--- src/rtl/repair_mapper_if.sv ---
// repair_mapper_if: access request and remapped response bundle.
// master drives req_*, slave returns registered rsp_*.
interface repair_mapper_if #(
  parameter int ROW_W = 3,
  parameter int COL_W = 3
);
  logic             req_valid;
  logic [ROW_W-1:0] req_row;
  logic [COL_W-1:0] req_col;
  logic             rsp_valid;
  logic [ROW_W-1:0] rsp_row;
  logic [COL_W-1:0] rsp_col;
  logic [2:0]       rsp_sel;
  logic             rsp_fail;

  modport master (
    output req_valid, req_row, req_col,
    input  rsp_valid, rsp_row, rsp_col,
    input  rsp_sel, rsp_fail
  );

  modport slave (
    input  req_valid, req_row, req_col,
    output rsp_valid, rsp_row, rsp_col,
    output rsp_sel, rsp_fail
  );
endinterface

--- src/rtl/repair_mapper.sv ---
// repair_mapper: holds the BIRA spare map and steers each access
// to main array / spare row0,row1 / spare col0,col1.
// Ports: clk, rst (async low), test/repair/early_term/solution from
// the analyzer, bus (slave req/rsp), armed/failed/spares_used/sol_err.
module repair_mapper #(
  parameter int ROW_W = 3,
  parameter int COL_W = 3
) (
  input  logic                          clk,
  input  logic                          rst,
  input  logic                          test,
  input  logic                          repair,
  input  logic                          early_term,
  input  logic [2*(1+ROW_W)+2*(1+COL_W)-1:0] solution,
  repair_mapper_if.slave                bus,
  output logic                          armed,
  output logic                          failed,
  output logic [2:0]                    spares_used,
  output logic                          sol_err
);

  localparam int SOL_W = 2*(1+ROW_W) + 2*(1+COL_W);

  typedef enum logic [1:0] {
    IDLE  = 2'd0,
    ARMED = 2'd1,
    FAIL  = 2'd2
  } state_t;

  typedef struct packed {
    logic             r0_en;
    logic [ROW_W-1:0] r0;
    logic             r1_en;
    logic [ROW_W-1:0] r1;
    logic             c0_en;
    logic [COL_W-1:0] c0;
    logic             c1_en;
    logic [COL_W-1:0] c1;
  } map_t;

  state_t           state_q;
  map_t             map_q;
  logic [2:0]       spares_q;
  logic             err_q;
  logic             test_q;
  logic             rep_q, rep_qq;
  logic             et_q, et_qq;
  logic [SOL_W-1:0] sol_q;
  logic             rsp_valid_q;
  logic             rsp_fail_q;
  logic [ROW_W-1:0] rsp_row_q;
  logic [COL_W-1:0] rsp_col_q;
  logic [2:0]       rsp_sel_q;

  logic             rep_rise, et_rise;
  map_t             ld;
  logic [2:0]       pop_d;
  logic             dup_d;
  logic [2:0]       sel_d;

  // Inputs are registered once before edge detection, so a
  // decision lands two edges after the input rises.
  always_comb begin
    rep_rise = rep_q & ~rep_qq;
    et_rise  = et_q & ~et_qq;
    ld       = map_t'(sol_q);
    pop_d    = 3'(ld.r0_en) + 3'(ld.r1_en)
             + 3'(ld.c0_en) + 3'(ld.c1_en);
    dup_d    = (ld.r0_en & ld.r1_en & (ld.r0 == ld.r1))
             | (ld.c0_en & ld.c1_en & (ld.c0 == ld.c1));
  end

  // Rows are checked before columns; first hit wins.
  always_comb begin
    sel_d = 3'd0;
    if (state_q == ARMED) begin
      priority case (1'b1)
        map_q.r0_en && (bus.req_row == map_q.r0): sel_d = 3'd1;
        map_q.r1_en && (bus.req_row == map_q.r1): sel_d = 3'd2;
        map_q.c0_en && (bus.req_col == map_q.c0): sel_d = 3'd3;
        map_q.c1_en && (bus.req_col == map_q.c1): sel_d = 3'd4;
        default:                                  sel_d = 3'd0;
      endcase
    end
  end

  always_ff @(posedge clk or negedge rst) begin
    if (!rst) begin
      state_q     <= IDLE;
      map_q       <= '0;
      spares_q    <= '0;
      err_q       <= 1'b0;
      test_q      <= 1'b0;
      rep_q       <= 1'b0;
      rep_qq      <= 1'b0;
      et_q        <= 1'b0;
      et_qq       <= 1'b0;
      sol_q       <= '0;
      rsp_valid_q <= 1'b0;
      rsp_fail_q  <= 1'b0;
      rsp_row_q   <= '0;
      rsp_col_q   <= '0;
      rsp_sel_q   <= '0;
    end else begin
      test_q <= test;
      rep_q  <= repair;
      rep_qq <= rep_q;
      et_q   <= early_term;
      et_qq  <= et_q;
      sol_q  <= solution;

      if (test_q) begin
        state_q  <= IDLE;
        map_q    <= '0;
        spares_q <= '0;
        err_q    <= 1'b0;
      end else if (et_rise) begin
        state_q <= FAIL;
        map_q   <= '0;
      end else if (rep_rise) begin
        state_q  <= ARMED;
        map_q    <= ld;
        spares_q <= pop_d;
        err_q    <= dup_d;
      end

      // Request uses the map as it stands this cycle.
      rsp_valid_q <= bus.req_valid;
      rsp_fail_q  <= bus.req_valid & (state_q == FAIL);
      if (bus.req_valid) begin
        rsp_row_q <= bus.req_row;
        rsp_col_q <= bus.req_col;
        rsp_sel_q <= sel_d;
      end
    end
  end

  assign armed         = (state_q == ARMED);
  assign failed        = (state_q == FAIL);
  assign spares_used   = spares_q;
  assign sol_err       = err_q;
  assign bus.rsp_valid = rsp_valid_q;
  assign bus.rsp_fail  = rsp_fail_q;
  assign bus.rsp_row   = rsp_row_q;
  assign bus.rsp_col   = rsp_col_q;
  assign bus.rsp_sel   = rsp_sel_q;

endmodule
--- src/flat_wrapper.sv ---
// flat-port wrapper written by rule: the top's interface ports become plain ports
module repair_mapper_flat 
#(
  parameter int ROW_W = 3,
  parameter int COL_W = 3
)
  (clk, rst, test, repair, early_term, solution, armed, failed, spares_used, sol_err, bus_req_valid, bus_req_row, bus_req_col, bus_rsp_valid, bus_rsp_row, bus_rsp_col, bus_rsp_sel, bus_rsp_fail);
  repair_mapper_if #(.ROW_W(ROW_W), .COL_W(COL_W)) bus_i ();
  input  logic clk;
  input  logic rst;
  input  logic test;
  input  logic repair;
  input  logic early_term;
  input  logic [2*(1+ROW_W)+2*(1+COL_W)-1:0] solution;
  output logic armed;
  output logic failed;
  output logic [2:0] spares_used;
  output logic sol_err;
  input wire logic [$bits(bus_i.req_valid)-1:0] bus_req_valid;
  input wire logic [$bits(bus_i.req_row)-1:0] bus_req_row;
  input wire logic [$bits(bus_i.req_col)-1:0] bus_req_col;
  output wire logic [$bits(bus_i.rsp_valid)-1:0] bus_rsp_valid;
  output wire logic [$bits(bus_i.rsp_row)-1:0] bus_rsp_row;
  output wire logic [$bits(bus_i.rsp_col)-1:0] bus_rsp_col;
  output wire logic [$bits(bus_i.rsp_sel)-1:0] bus_rsp_sel;
  output wire logic [$bits(bus_i.rsp_fail)-1:0] bus_rsp_fail;
  assign bus_i.req_valid = bus_req_valid;
  assign bus_i.req_row = bus_req_row;
  assign bus_i.req_col = bus_req_col;
  assign bus_rsp_valid = bus_i.rsp_valid;
  assign bus_rsp_row = bus_i.rsp_row;
  assign bus_rsp_col = bus_i.rsp_col;
  assign bus_rsp_sel = bus_i.rsp_sel;
  assign bus_rsp_fail = bus_i.rsp_fail;
  repair_mapper #(.ROW_W(ROW_W), .COL_W(COL_W)) u_core (.clk(clk), .rst(rst), .test(test), .repair(repair), .early_term(early_term), .solution(solution), .bus(bus_i), .armed(armed), .failed(failed), .spares_used(spares_used), .sol_err(sol_err));
endmodule
--- config.mk ---
export PLATFORM = sky130hd
export DESIGN_NAME = repair_mapper_flat
export DESIGN_NICKNAME = d
export VERILOG_FILES = /design/src/rtl/repair_mapper_if.sv /design/src/rtl/repair_mapper.sv /design/src/flat_wrapper.sv
export SDC_FILE = /design/constraint.sdc
export NUM_CORES = 1
export LEC_CHECK = 0
export CORE_MARGIN = 3
export CORE_UTILIZATION = 45
export DETAILED_ROUTE_END_ITERATION = 10
export GPL_TIMING_DRIVEN = 0
export HOLD_SLACK_MARGIN = 0.1
export PLACE_DENSITY = 0.85
export SETUP_SLACK_MARGIN = 0.2
export SYNTH_ARGS = -nofsm -noshare
export SYNTH_HDL_FRONTEND = slang
export SYNTH_SLANG_ARGS = --single-unit
--- constraint.sdc ---
create_clock -name clk -period 1.6 [get_ports clk]
set_clock_uncertainty 0.05 [all_clocks]
set_input_delay 0.24 -clock clk [delete_from_list [all_inputs] [get_ports clk]]
set_output_delay 0.24 -clock clk [all_outputs]
set_load 0.05 [all_outputs]
=== Yosys cells after proc, flatten, opt, wreduce, memory -nomap -nowiden ===
Index checks and enable logic that the tools add are counted.

* $add $sub $neg: 3
* Equality and inequality tests: 9
* Mux-type cells: 17
* Bitwise gates (word level): 10
* Reductions and logical operators: 7

{| class="wikitable"
|+ Operators with widths
! kind !! number
|-
| 16-bit two-way mux || 3
|-
| 3-bit two-way mux || 8
|-
| 3-bit == test || 6
|-
| 1-bit AND || 7
|-
| 3-bit by 1-bit adder with 3-bit output || 2
|-
| 2-bit two-way mux || 3
|-
| 1-bit logical AND || 4
|-
| 1-bit two-way mux || 3
|-
| 3-bit nonzero test || 1
|-
| 1-bit by 1-bit adder with 2-bit output || 1
|-
| 2-bit by 1-bit == test with 1-bit output (second input constant) || 1
|-
| 2-bit == test (second input constant) || 1
|-
| 2-bit by 1-bit != test with 1-bit output (second input constant) || 1
|-
| 1-bit inverter || 2
|-
| 2-bit AND reduction || 1
|-
| 2-bit nonzero test || 1
|-
| 1-bit OR || 1
|}

* Bits in registers: 54
* Bits of input ports: 28
* Logic and storage cells: 68

=== Longest topological paths before layout ===
Gate-level depths: netlist (run 1).

* Depth after elaboration: 7
* Depth in mapped cells: 7
* Gate-level depth less buffers: 7

=== Least setup slack after synthesis (run 1) ===
OpenSTA, ideal clock, no wires.

* Kind: flip-flop to flip-flop
* Start: register u_core.state_q[1]
* End: register u_core.rsp_sel_q[2], in the netlist u_core.bus.rsp_sel[2]
* Setup time: 0.096 ns
* Arrival time: 1.606 ns
* Required time: 1.454 ns
* Path slack: -0.152 ns
* Cell stages (with the launch flop): 4
* Path buffers: 0
* Clock period less this slack: 1.752 ns
* Path through: dfrtp_1 nor2b_1 nand3_1 o32ai_2

* Cells in the longest elaborated chain, start to end: 2

{| class="wikitable"
|+ RTL lines
! what !! line !! RTL
|-
| start: declaration || repair_mapper.sv:41 || <nowiki>state_t state_q;</nowiki>
|-
| start signal: assignment || repair_mapper.sv:89 || <nowiki>state_q <= IDLE;</nowiki>
|-
| start signal: assignment || repair_mapper.sv:113 || <nowiki>state_q <= IDLE;</nowiki>
|-
| start signal: assignment || repair_mapper.sv:118 || <nowiki>state_q <= FAIL;</nowiki>
|-
| 2-bit by 1-bit == test with 1-bit output || -- ||
|-
| via armed || flat_wrapper.sv:15 || <nowiki>output logic armed;</nowiki>
|-
| 3-bit two-way mux || repair_mapper.sv:76 || <nowiki>if (state_q == ARMED) begin</nowiki>
|-
| end signal: assignment || repair_mapper.sv:133 || <nowiki>rsp_sel_q <= sel_d;</nowiki>
|-
| end: declaration || repair_mapper.sv:53 || <nowiki>logic [2:0] rsp_sel_q;</nowiki>
|}

The timed path passes the listed nets, and every way through them passes these cells.
A chain may end at the register's enable or synchronous reset.

=== Final worst setup path (run 1) ===
* Start: register u_core.sol_q[15], in the netlist u_core.ld[15]
* End: register u_core.spares_q[1], in the netlist u_core.spares_used[1]

* Cells in the longest elaborated chain, start to end: 6

{| class="wikitable"
|+ RTL lines
! what !! line !! RTL
|-
| start: declaration || repair_mapper.sv:48 || <nowiki>logic [SOL_W-1:0] sol_q;</nowiki>
|-
| start signal: assignment || repair_mapper.sv:110 || <nowiki>sol_q <= solution;</nowiki>
|-
| 1-bit by 1-bit adder with 2-bit output || repair_mapper.sv:67 || <nowiki>pop_d = 3'(ld.r0_en) + 3'(ld.r1_en)</nowiki>
|-
| 3-bit by 1-bit adder with 3-bit output (2 in a row) || repair_mapper.sv:68 || <nowiki>+ 3'(ld.c0_en) + 3'(ld.c1_en);</nowiki>
|-
| 3-bit two-way mux || repair_mapper.sv:120 || <nowiki>end else if (rep_rise) begin</nowiki>
|-
| 3-bit two-way mux || repair_mapper.sv:117 || <nowiki>end else if (et_rise) begin</nowiki>
|-
| 3-bit two-way mux || repair_mapper.sv:112 || <nowiki>if (test_q) begin</nowiki>
|-
| end signal: assignment || repair_mapper.sv:123 || <nowiki>spares_q <= pop_d;</nowiki>
|-
| end: declaration || repair_mapper.sv:43 || <nowiki>logic [2:0] spares_q;</nowiki>
|}

No other way between the ends. The select of a mux whose other input is x is not followed.

==> results.md, run 1 <==
- Share of cells above drive strength 1: 24.6%
- Setup-violating endpoint count in the final report: 2
- # clock sinks: 54
- Synthesized net count: 210
- FF-to-FF setup slack: -0.04 ns
- Grt total ovfl: 0
- Post-synthesis xor/xnor area fraction: 7.41%
- Core area: 0.00447 mm²
- Synth Register Bits: 54
- Synth Area in Compound Gates: 6.53%
- CP arrival: 1.79 ns
- CP Class: reg -> reg
- Synth Area in Simple Gates: 13.5%
- Synthesized area: 0.00213 mm²
- Initial DRC count: 46
- Cell taking the most area after synthesis: dfrtp_1
- Worst VDD drop: 0.493 mV
- Reg2Reg Launch Point: u_core.ld[15]
- Post-route cell area: 0.00288 mm²
- Chip width: 74.8 µm
- CTS Buf Count: 5
- Hpwl dp: 2790 µm
- Post-Synth Adder-Cell Area: 2.12%
- DP Area: 0.00266 mm²
- Largest net degree at the start of global routing: 42
- Drt pass-1 iters: 4
- Worst Setup End Kind: register
- Antenna Cells: 0
- Die Y: 74.8 µm
- Fin cells: 288
- DIE AREA: 0.00559 mm²
- Total global-route track usage: 15.7%
- Max frequency: 610 MHz
- Ys Warns: 0
- Final worst-path cycle share: 102%
- Min-Delay Path Class: in -> async
- Initial Util: 47.6%
- Worst-path clk slew: 0.09 ns
- Clock period minus final worst setup slack: 1.64 ns
- Max Cap Viol: 0
- Avg Cell Area, Syn: 11.9 µm²
- # placed instances: 276
- Routed Antenna Nets: 0
- Startpoint types: register
- Setup WS post-layout: -0.0389 ns
- First-pass GRT wire length: 6440 µm
- RSZ-0062 raised after global routing: yes
- Worst EP required: 1.75 ns
- Slew of the pin with the lowest slew margin: 0.340 ns
- PortBufs: 44
- Main combinational cell family by area after synthesis: simple AND/OR/NAND/NOR gates
- Vias: 1407
- Nets: 266
- Crit path max fanout: 2
- Count of cell types in the netlist: 29
- Floorplan row count: 24
- Slew Limit Fails: 0
- GP Congestion: 0.764
- Synth-to-layout area growth: 35.4%
- I/O pin total: 45
- Portion of netlist area occupied by mux cells: 4.12%
- Pwr dens: 964 mW/mm²
- Drt via density: 4.89
- Wire per inst: 13.3 µm
- Layout Utilization: 64.4%
- Final wirelength: 3820 µm
- H-tree depth: 2
- Worst setup path start: u_core.ld[15]
- Clk root buf: clkbuf_8
- Synth top area share: 63.5%
- Leading post-synthesis cells by cell area: dfrtp_1 63%, nand2_1 6.0%, xnor2_1 5.3%, a21oi_1 4.2%, mux2_2 3.2%
- Bufs on Longest Clock Path: 2
- Status: finished with violations
- Leak pwr: 1.23 nW
- DRC viols: 0
- Sequential share of the synthesized area: 63.5%
- CTS tree: built
- Latest clock arrival within the worst-skew pair: 0.30 ns
- Initial antenna violation count: 0
- Tot Pwr: 0.00278 W
- Final Hold Violating Endpoints: 0
- Failing checks: setup timing
- Relative slew margins: 77.3%
- Cells after synthesis: 179
- Commonest cells after routing, fill and taps aside: 54 x dfrtp_1, 34 x nand2_1, 26 x clkdlybuf4s50_1
- Vias in the first global route: 1407
- Most common cell after layout, fill and taps aside: dfrtp_1
==> path summary, 6_finish.rpt <==
kind	to	depth (start not counted)
max in group asynchronous	u_core.ld[0]	3
max reg2reg	u_core.spares_used[1]	7
max	u_core.spares_used[1]	7
min reg2reg	u_core.et_qq	0
min	u_core.bus.rsp_row[2]	2
min in group clk	u_core.ld[7]	1
==> worst max-delay path, cell delays in order (launching register included) <==
cell and delay, ns:
dfrtp_1 0.40, ha_1 0.30, inv_2 0.04, fa_2 0.32
inv_2 0.07, ha_4 0.18, mux2i_1 0.12, nor2_1 0.05
==> cells in the mapped netlist <==
| master | count |
|---|---|
| xor2_1 | 5 |
| nand2b_4 | 1 |
| nand2b_1 | 2 |
| or2_1 | 1 |
| mux2i_1 | 2 |
| o32ai_2 | 1 |
| buf_4 | 1 |
| nand3_1 | 1 |
| dfrtp_1 | 54 |
| o22ai_1 | 1 |
| nor2_1 | 7 |
| nand4_2 | 1 |
| a311oi_1 | 1 |
| nor2b_1 | 6 |
| and4_4 | 1 |
| a21boi_1 | 1 |
| nand2_1 | 34 |
| xnor2_1 | 13 |
| buf_2 | 6 |
| nor3_1 | 2 |
| ha_1 | 2 |
| inv_1 | 6 |
| a21oi_1 | 18 |
| nor4_1 | 1 |
| mux2_2 | 6 |
| and2_1 | 1 |
| fa_1 | 1 |
| nand4_1 | 2 |
| a41o_1 | 1 |
==> power by group <==
group          internal, W  switching, W  total (W)
logic             0.000191      0.000234   0.000425
clock network     0.000466      0.000414   0.000880
registers          0.00143     0.0000440    0.00147
total              0.00209      0.000692    0.00278
==> per-layer routing <==
metal / vias up / routed length, µm / GRT usage [%]
met1: 660 / 1630 / 18.6
met5: - / 0 / 0
li1: 694 / - / -
met2: 46 / 1920 / 27.3
met4: 0 / 70 / 7.11
met3: 7 / 203 / 3.34
==> kinds of logic (layout without fill, tap and decap cells) <==
group | after synthesis | count (layout)
DFF | 54 | 54
and+or+nand+nor | 60 | 60
xor gates and xnor gates | 18 | 18
buffers and inverters | 13 | 70
muxes | 8 | 8
AOI/OAI and AO/OA | 23 | 23
adders and majority gates | 3 | 3
==> registers in the layout, indices dropped and copies added, names as in the netlist <==
register / flops
u_core.bus.rsp_col: 3
u_core.bus.rsp_fail: 1
u_core.bus.rsp_row: 3
u_core.bus.rsp_sel: 3
u_core.bus.rsp_valid: 1
u_core.et_q: 1
u_core.et_qq: 1
u_core.ld: 16
u_core.map_q: 16
u_core.rep_q: 1
u_core.rep_qq: 1
u_core.sol_err: 1
u_core.spares_used: 3
u_core.state_q: 2
u_core.test_q: 1
==> through the flow <==
stage               hold slack [ns]  TNS (ns)  setup slack (ns)
floorplan                    -0.106         0            0.0267
global placement              0.302    -64.64             -1.20
detailed placement            0.109    -0.247            -0.125
CTS                           0.304   -0.0772           -0.0298
global route                  0.298    -0.154           -0.0788
finish                        0.311   -0.0738           -0.0389
==> cell type report <==
type / count / area [µm²]
flip-flops and latches: 54 / 1350
well taps: 52 / 65.1
repair buffers: 49 / 517
clock buffers: 6 / 72.6
inverters: 6 / 22.5
multi-input cells: 112 / 773
fillers: 341 / 1590
plain buffers: 7 / 43.8
clock inverters: 2 / 37.5
==> repair_timing <==
item                                   CTS  global route
setup endpoints to repair               31            19
hold buffers                             1             0
endpoints found under the hold margin   13             0
resized for setup                       59            16
buffers inserted                         1             2
pin swaps                                3             4
No activity file was read; power rests on OpenSTA's default activity.
==> run 2: changes to the inputs <==
--- a/config.mk
+++ b/config.mk
@@ -8,3 +8,4 @@
 export CORE_MARGIN = 3
-export CORE_UTILIZATION = 45
+export CORE_UTILIZATION = 47
+export CTS_BUF_LIST = sky130_fd_sc_hd__clkbuf_8
 export DETAILED_ROUTE_END_ITERATION = 10
@@ -12,3 +13,3 @@
 export HOLD_SLACK_MARGIN = 0.1
-export PLACE_DENSITY = 0.85
+export PLACE_DENSITY = 0.87
 export SETUP_SLACK_MARGIN = 0.2
--- a/constraint.sdc
+++ b/constraint.sdc
@@ -4,2 +4,2 @@
 set_output_delay 0.24 -clock clk [all_outputs]
-set_load 0.05 [all_outputs]
+set_load 0.1 [all_outputs]
==> run 2 against run 1 <==
Critical endpoint unchanged. Global-route usage increased by 1.2 points. Total power grew 4.1%. Critical path type unchanged. Core utilization grew 4.1 points. Register-to-register slack worse by 0.04 ns. Worst setup slack got worse by 0.035 ns. Fmax is 2.1% lower. Largest cell class unchanged. Count of clock-buffer cells in the layout fell by 1. Design area decreased by 0.82%. The flow still finishes with violations (setup timing).
==> results.md, run 2 (synthesized netlist as in run 1, its figures left out) <==
- Status: finished with violations
- Failing checks: setup timing
- CP arrival: 1.81 ns
- Buffers plus inverters on the worst setup path: 2
- GP Congestion: 0.766
- Leak pwr: 1.27 nW
- Largest net degree at the start of global routing: 44
- Slew of the pin with the lowest slew margin: 0.488 ns
- Worst Setup End Kind: register
- PortBufs: 44
- Relative slew margins: 67.7%
- Most common cell after layout, fill and taps aside: dfrtp_1
- DP Area: 0.00267 mm²
- I/O pin total: 45
- DRC viols: 0
- Drt pass-1 iters: 4
- Grt total ovfl: 0
- Floorplan row count: 23
- Commonest cells after routing, fill and taps aside: 54 x dfrtp_1, 34 x nand2_1, 26 x clkdlybuf4s50_1
- Antenna Cells: 0
- Nets: 269
- Vias: 1459
- Core area: 0.00417 mm²
- Post-route cell area: 0.00286 mm²
- # clock sinks: 54
- Worst slack, placed: -0.420 ns
- Max Cap Viol: 0
- Initial antenna violation count: 0
- Worst-path clk slew: 0.10 ns
- Clk root buf: clkbuf_8
- H-tree depth: 2
- Final wirelength: 4120 µm
- Sw Ratio: 27.9%
- Most numerous cell on the critical path: inv_2
- Clk pwr share: 30.5%
- DIE AREA: 0.00537 mm²
- Drt via density: 5.05
- Initial DRC count: 77
- Synth-to-layout area growth: 34.3%
- Setup-violating endpoint count in the final report: 2
- Vias in the first global route: 1466
- # placed instances: 274
- Critical path's slowest cell: dfrtp_1
- Die Y: 73.3 µm
- Startpoint types: register
- Worst EP required: 1.74 ns
- Wire per inst: 14.2 µm
- Pwr dens: 1010 mW/mm²
- Final Hold Violating Endpoints: 0
- Crit path max fanout: 2
- Setup WS post-layout: -0.0743 ns
- Tot Pwr: 0.00289 W
- Fin cells: 289
- Slowest Stage Delay on Critical Path: 0.39 ns
- Hpwl dp: 2910 µm
- Delay-heaviest family, CP: adder cells
- Sequential Power Share: 50.9%
- Internal Power: 0.00209 W
- Combinational Power Share: 18.5%
- Share of cells above drive strength 1: 26.8%
- Slew Limit Fails: 0
- Critical-path cell list: ha_1 -> inv_2 -> fa_2 -> inv_2 -> ha_4 -> mux2i_1 -> nor2_1
- Total global-route track usage: 16.8%
- First-pass GRT wire length: 6700 µm
- Min-Delay Path Class: in -> async
- Clock period minus final worst setup slack: 1.67 ns
- Routed Antenna Nets: 0
- Max frequency: 597 MHz
- CTS tree: built
- Chip width: 73.3 µm
- Net Switching: 0.000806 W
- Latest clock arrival within the worst-skew pair: 0.31 ns
- RSZ-0062 raised after global routing: yes
- Initial Util: 51.0%
- Worst VDD drop: 0.696 mV
- Bufs on Longest Clock Path: 2
- CP Class: reg -> reg
- CTS Buf Count: 5
- Final worst-path cycle share: 105%
==> run 2: cell count changes in the layout (fill, tap and decap cells not counted), moves of 2 or more <==
cell / previous run / this run
clkdlybuf4s15_2: 15 / 0
buf_8: 2 / 0
buf_12: 1 / 3
buf_4: 4 / 9
clkinv_2: 0 / 2
clkbuf_4: 0 / 12
==> run 2: metrics by stage <==
step / setup TNS [ns] / util, % / hold WS (ns)
3_3_place_gp: -67.74 / 63.6 / 0.302
6_report: -0.0843 / 68.5 / 0.277
3_5_place_dp: -3.12 / 64.0 / 0.0872
4_1_cts: -0.130 / 66.3 / 0.280
5_1_grt: -0.160 / 68.5 / 0.293
2_1_floorplan: 0 / - / -0.106
==> run 2: power groups by stage <==
stage	Combinational (W)	Clock (W)	Sequential, W
after floorplan	0.000157	0	0.00166
after CTS	0.000514	0.000901	0.00147
after detailed placement	0.000511	0	0.00150
after global routing	0.000571	0.000972	0.00148
final	0.000536	0.000883	0.00147
after global placement	0.000500	0	0.00150
==> run 2: worst paths after layout <==
path                          startpoint               endpoint  slack [ns]  cells past startpoint
min reg2reg                  u_core.et_q           u_core.et_qq        0.33                      0
max                        u_core.ld[15]  u_core.spares_used[1]       -0.07                      7
max in group asynchronous            rst          u_core.ld[13]        0.71                      3
min                                  rst  u_core.bus.rsp_sel[2]        0.28                      2
min in group clk             solution[0]           u_core.ld[0]        0.31                      1
max reg2reg                u_core.ld[15]  u_core.spares_used[1]       -0.07                      7
==> run 2: worst reg2reg max path, stage by stage, from the launching register on <==
cell and delay, ns:
dfrtp_1 0.39, ha_1 0.29, inv_2 0.04, fa_2 0.33, inv_2 0.08, ha_4 0.19, mux2i_1 0.14, nor2_1 0.06
==> run 2: timing repair <==
action / CTS / global route
setup buffers: 1 / 5
resized for setup: 100 / 21
hold buffers: 1 / 0
pin swaps: 4 / 4
endpoints found under the setup margin: 31 / 28
endpoints found under the hold margin: 54 / 0
==> run 2: area by class of cell <==
type                            instances  area (µm²)
Timing Repair Buffer                   52         488
Clock buffer                            5        68.8
Multi-Input combinational cell        112         779
Inverter                                6        22.5
Buffer                                  7        46.3
Fill cell                             319        1310
Sequential cell                        54        1350
Clock inverter                          3        40.0
Tap cell                               50        62.6
==> run 2: metal layers <==
layer	wire length (µm)	global-route usage, %
met5	0	0
met4	53	5.43
met3	278	4.79
met2	2120	29.0
met1	1660	20.3
==> run 3: changes to the inputs <==
CORE_UTILIZATION = 58   (was 47)
DONT_BUFFER_PORTS = 1   (was default)
PLACE_DENSITY = 0.86   (was 0.87)
==> run 3 against run 2 <==
The run ends with hold timing, setup timing left. Routed wire length increased by 2.4%. Via count decreased by 3.5%. Count of clock-buffer cells in the layout increased by 1. Largest cell class unchanged.
==> results.md, run 3 (synthesized netlist as in run 1, its figures left out) <==
- Status: finished with violations
- Failing checks: hold timing, setup timing
- Max frequency: 611 MHz
- CP arrival: 1.78 ns
- Core area: 0.00344 mm²
- Antenna Cells: 0
- Most common cell after layout, fill and taps aside: dfrtp_1
- Share of cells above drive strength 1: 27.1%
- Die Y: 66.6 µm
- Worst r2r dst: u_core.spares_used[1]
- Worst Setup End Kind: register
- Commonest cells after routing, fill and taps aside: 38 x dfrtp_1, 34 x nand2_1, 26 x dlygate4sd3_1
- Drt via density: 5.33
- Worst VDD drop: 0.772 mV
- Vias in the first global route: 1530
- Slowest Stage Delay on Critical Path: 0.39 ns
- Vias: 1408
- Clk root buf: clkbuf_8
- Reg2Reg Launch Point: u_core.ld[11]
- Routed Antenna Nets: 0
- Critical path's slowest cell: dfrtp_1
- DRC viols: 0
- Total global-route track usage: 21.6%
- Initial DRC count: 85
- Final worst-path cycle share: 102%
- H-tree depth: 2
- Worst Hold Slack: -0.433 ns
- Buffers plus inverters on the worst setup path: 2
- Setup-violating endpoint count in the final report: 4
- Drt pass-1 iters: 5
- Post-route cell area: 0.00267 mm²
- Wire per inst: 16.0 µm
- Relative slew margins: 53.1%
- Clock period minus final worst setup slack: 1.64 ns
- GP Congestion: 0.836
- Pwr dens: 1000 mW/mm²
- # placed instances: 225
- Synth-to-layout area growth: 25.3%
- CTS Buf Count: 5
- Max Cap Viol: 0
- # clock sinks: 54
- Nets: 248
- Bufs on Longest Clock Path: 2
- DIE AREA: 0.00443 mm²
- Crit path max fanout: 2
- PortBufs: 0
- Worst-path clk slew: 0.09 ns
- Delay-heaviest family, CP: adder cells
- R2R cell count: 7
- Slew Limit Fails: 0
- Largest net degree at the start of global routing: 55
- Initial Util: 61.8%
- DP Area: 0.00221 mm²
- Most numerous cell on the critical path: inv_2
- Slew of the pin with the lowest slew margin: 0.703 ns
- Grt total ovfl: 0
- Initial antenna violation count: 0
- Leak pwr: 1.14 nW
- First-pass GRT wire length: 6970 µm
- Fin cells: 264
- Setup WS post-layout: -0.0361 ns
- CTS tree: built
- Critical-path cell list: ha_1 -> inv_2 -> fa_2 -> inv_2 -> ha_4 -> mux2i_1 -> nor2_1
- Hold bufs inserted after CTS: 26
- I/O pin total: 45
- Final Hold Violating Endpoints: 54
- Chip width: 66.6 µm
- CP Class: reg -> reg
- Hpwl dp: 2790 µm
- Worst EP required: 1.74 ns
- Tot Pwr: 0.00267 W
- Floorplan row count: 21
- FF-to-FF setup slack: -0.04 ns
- Final wirelength: 4210 µm
- Worst slack, placed: -0.0579 ns
- Startpoint types: register
- RSZ-0062 raised after global routing: yes
- Min-Delay Path Class: in -> async
- Latest clock arrival within the worst-skew pair: 0.31 ns
-- run 3: timing repair --
| action | in CTS | in global routing |
|---|---|---|
| buffers inserted | 3 | 2 |
| setup endpoints to repair | 33 | 19 |
| gates resized for setup | 21 | 9 |
| endpoints found under the hold margin | 80 | 54 |
| pin swaps | 8 | 3 |
-- run 3: worst max path at each step --
stage / start / endpoint / slack, ns / depth (start not counted)
floorplan: u_core.ld[15] / u_core.spares_used[1] / 0.02 / 7
global placement: u_core.ld[15] / u_core.spares_used[1] / -0.03 / 7
detailed placement: u_core.ld[15] / u_core.spares_used[1] / -0.06 / 7
CTS: u_core.state_q[0] / armed / -0.05 / 1
global route: u_core.ld[15] / u_core.spares_used[1] / -0.09 / 7
finish: u_core.ld[11] / u_core.spares_used[1] / -0.04 / 7
-- run 3: metrics by stage --
step                      setup TNS [ns]  hold slack [ns]  util, %
after CTS                         -0.112           -0.438     76.2
after global placement           -0.0341           -0.104     64.2
after global routing              -0.331           -0.458     77.5
after floorplan                        0           -0.106        -
after detailed placement          -0.114           -0.104     64.2
final                             -0.110           -0.433     77.5
-- run 3: metal layers --
| layer | part of all wire, % | vias to the layer above | wire length, µm | GRT usage [%] |
|---|---|---|---|---|
| li1 | - | 656 | - | - |
| met2 | 56 | 59 | 2380 | 39.5 |
| met5 | 0 | - | 0 | 0 |
| met3 | 6.3 | 3 | 267 | 6.24 |
| met1 | 37 | 690 | 1540 | 23.6 |
| met4 | 0.64 | 0 | 27 | 7.61 |
-- run 3: power by group --
part / internal [W] / leakage, nW / total [W] / switching [W]
Sequential: 0.00143 / 0.662 / 0.00165 / 0.000219
Clock: 0.000343 / 0.0524 / 0.000755 / 0.000412
Combinational: 0.000139 / 0.422 / 0.000266 / 0.000128
Total: 0.00191 / 1.14 / 0.00267 / 0.000758
-- run 3: cell type report --
cell class              count  area [µm²]
plain buffers               7        43.8
clock buffers               6        82.6
clock inverters             2        8.76
fillers                   213         776
inverters                   6        22.5
multi-input cells         112         782
flip-flops and latches     54        1370
well taps                  46        57.6
repair buffers             31         298
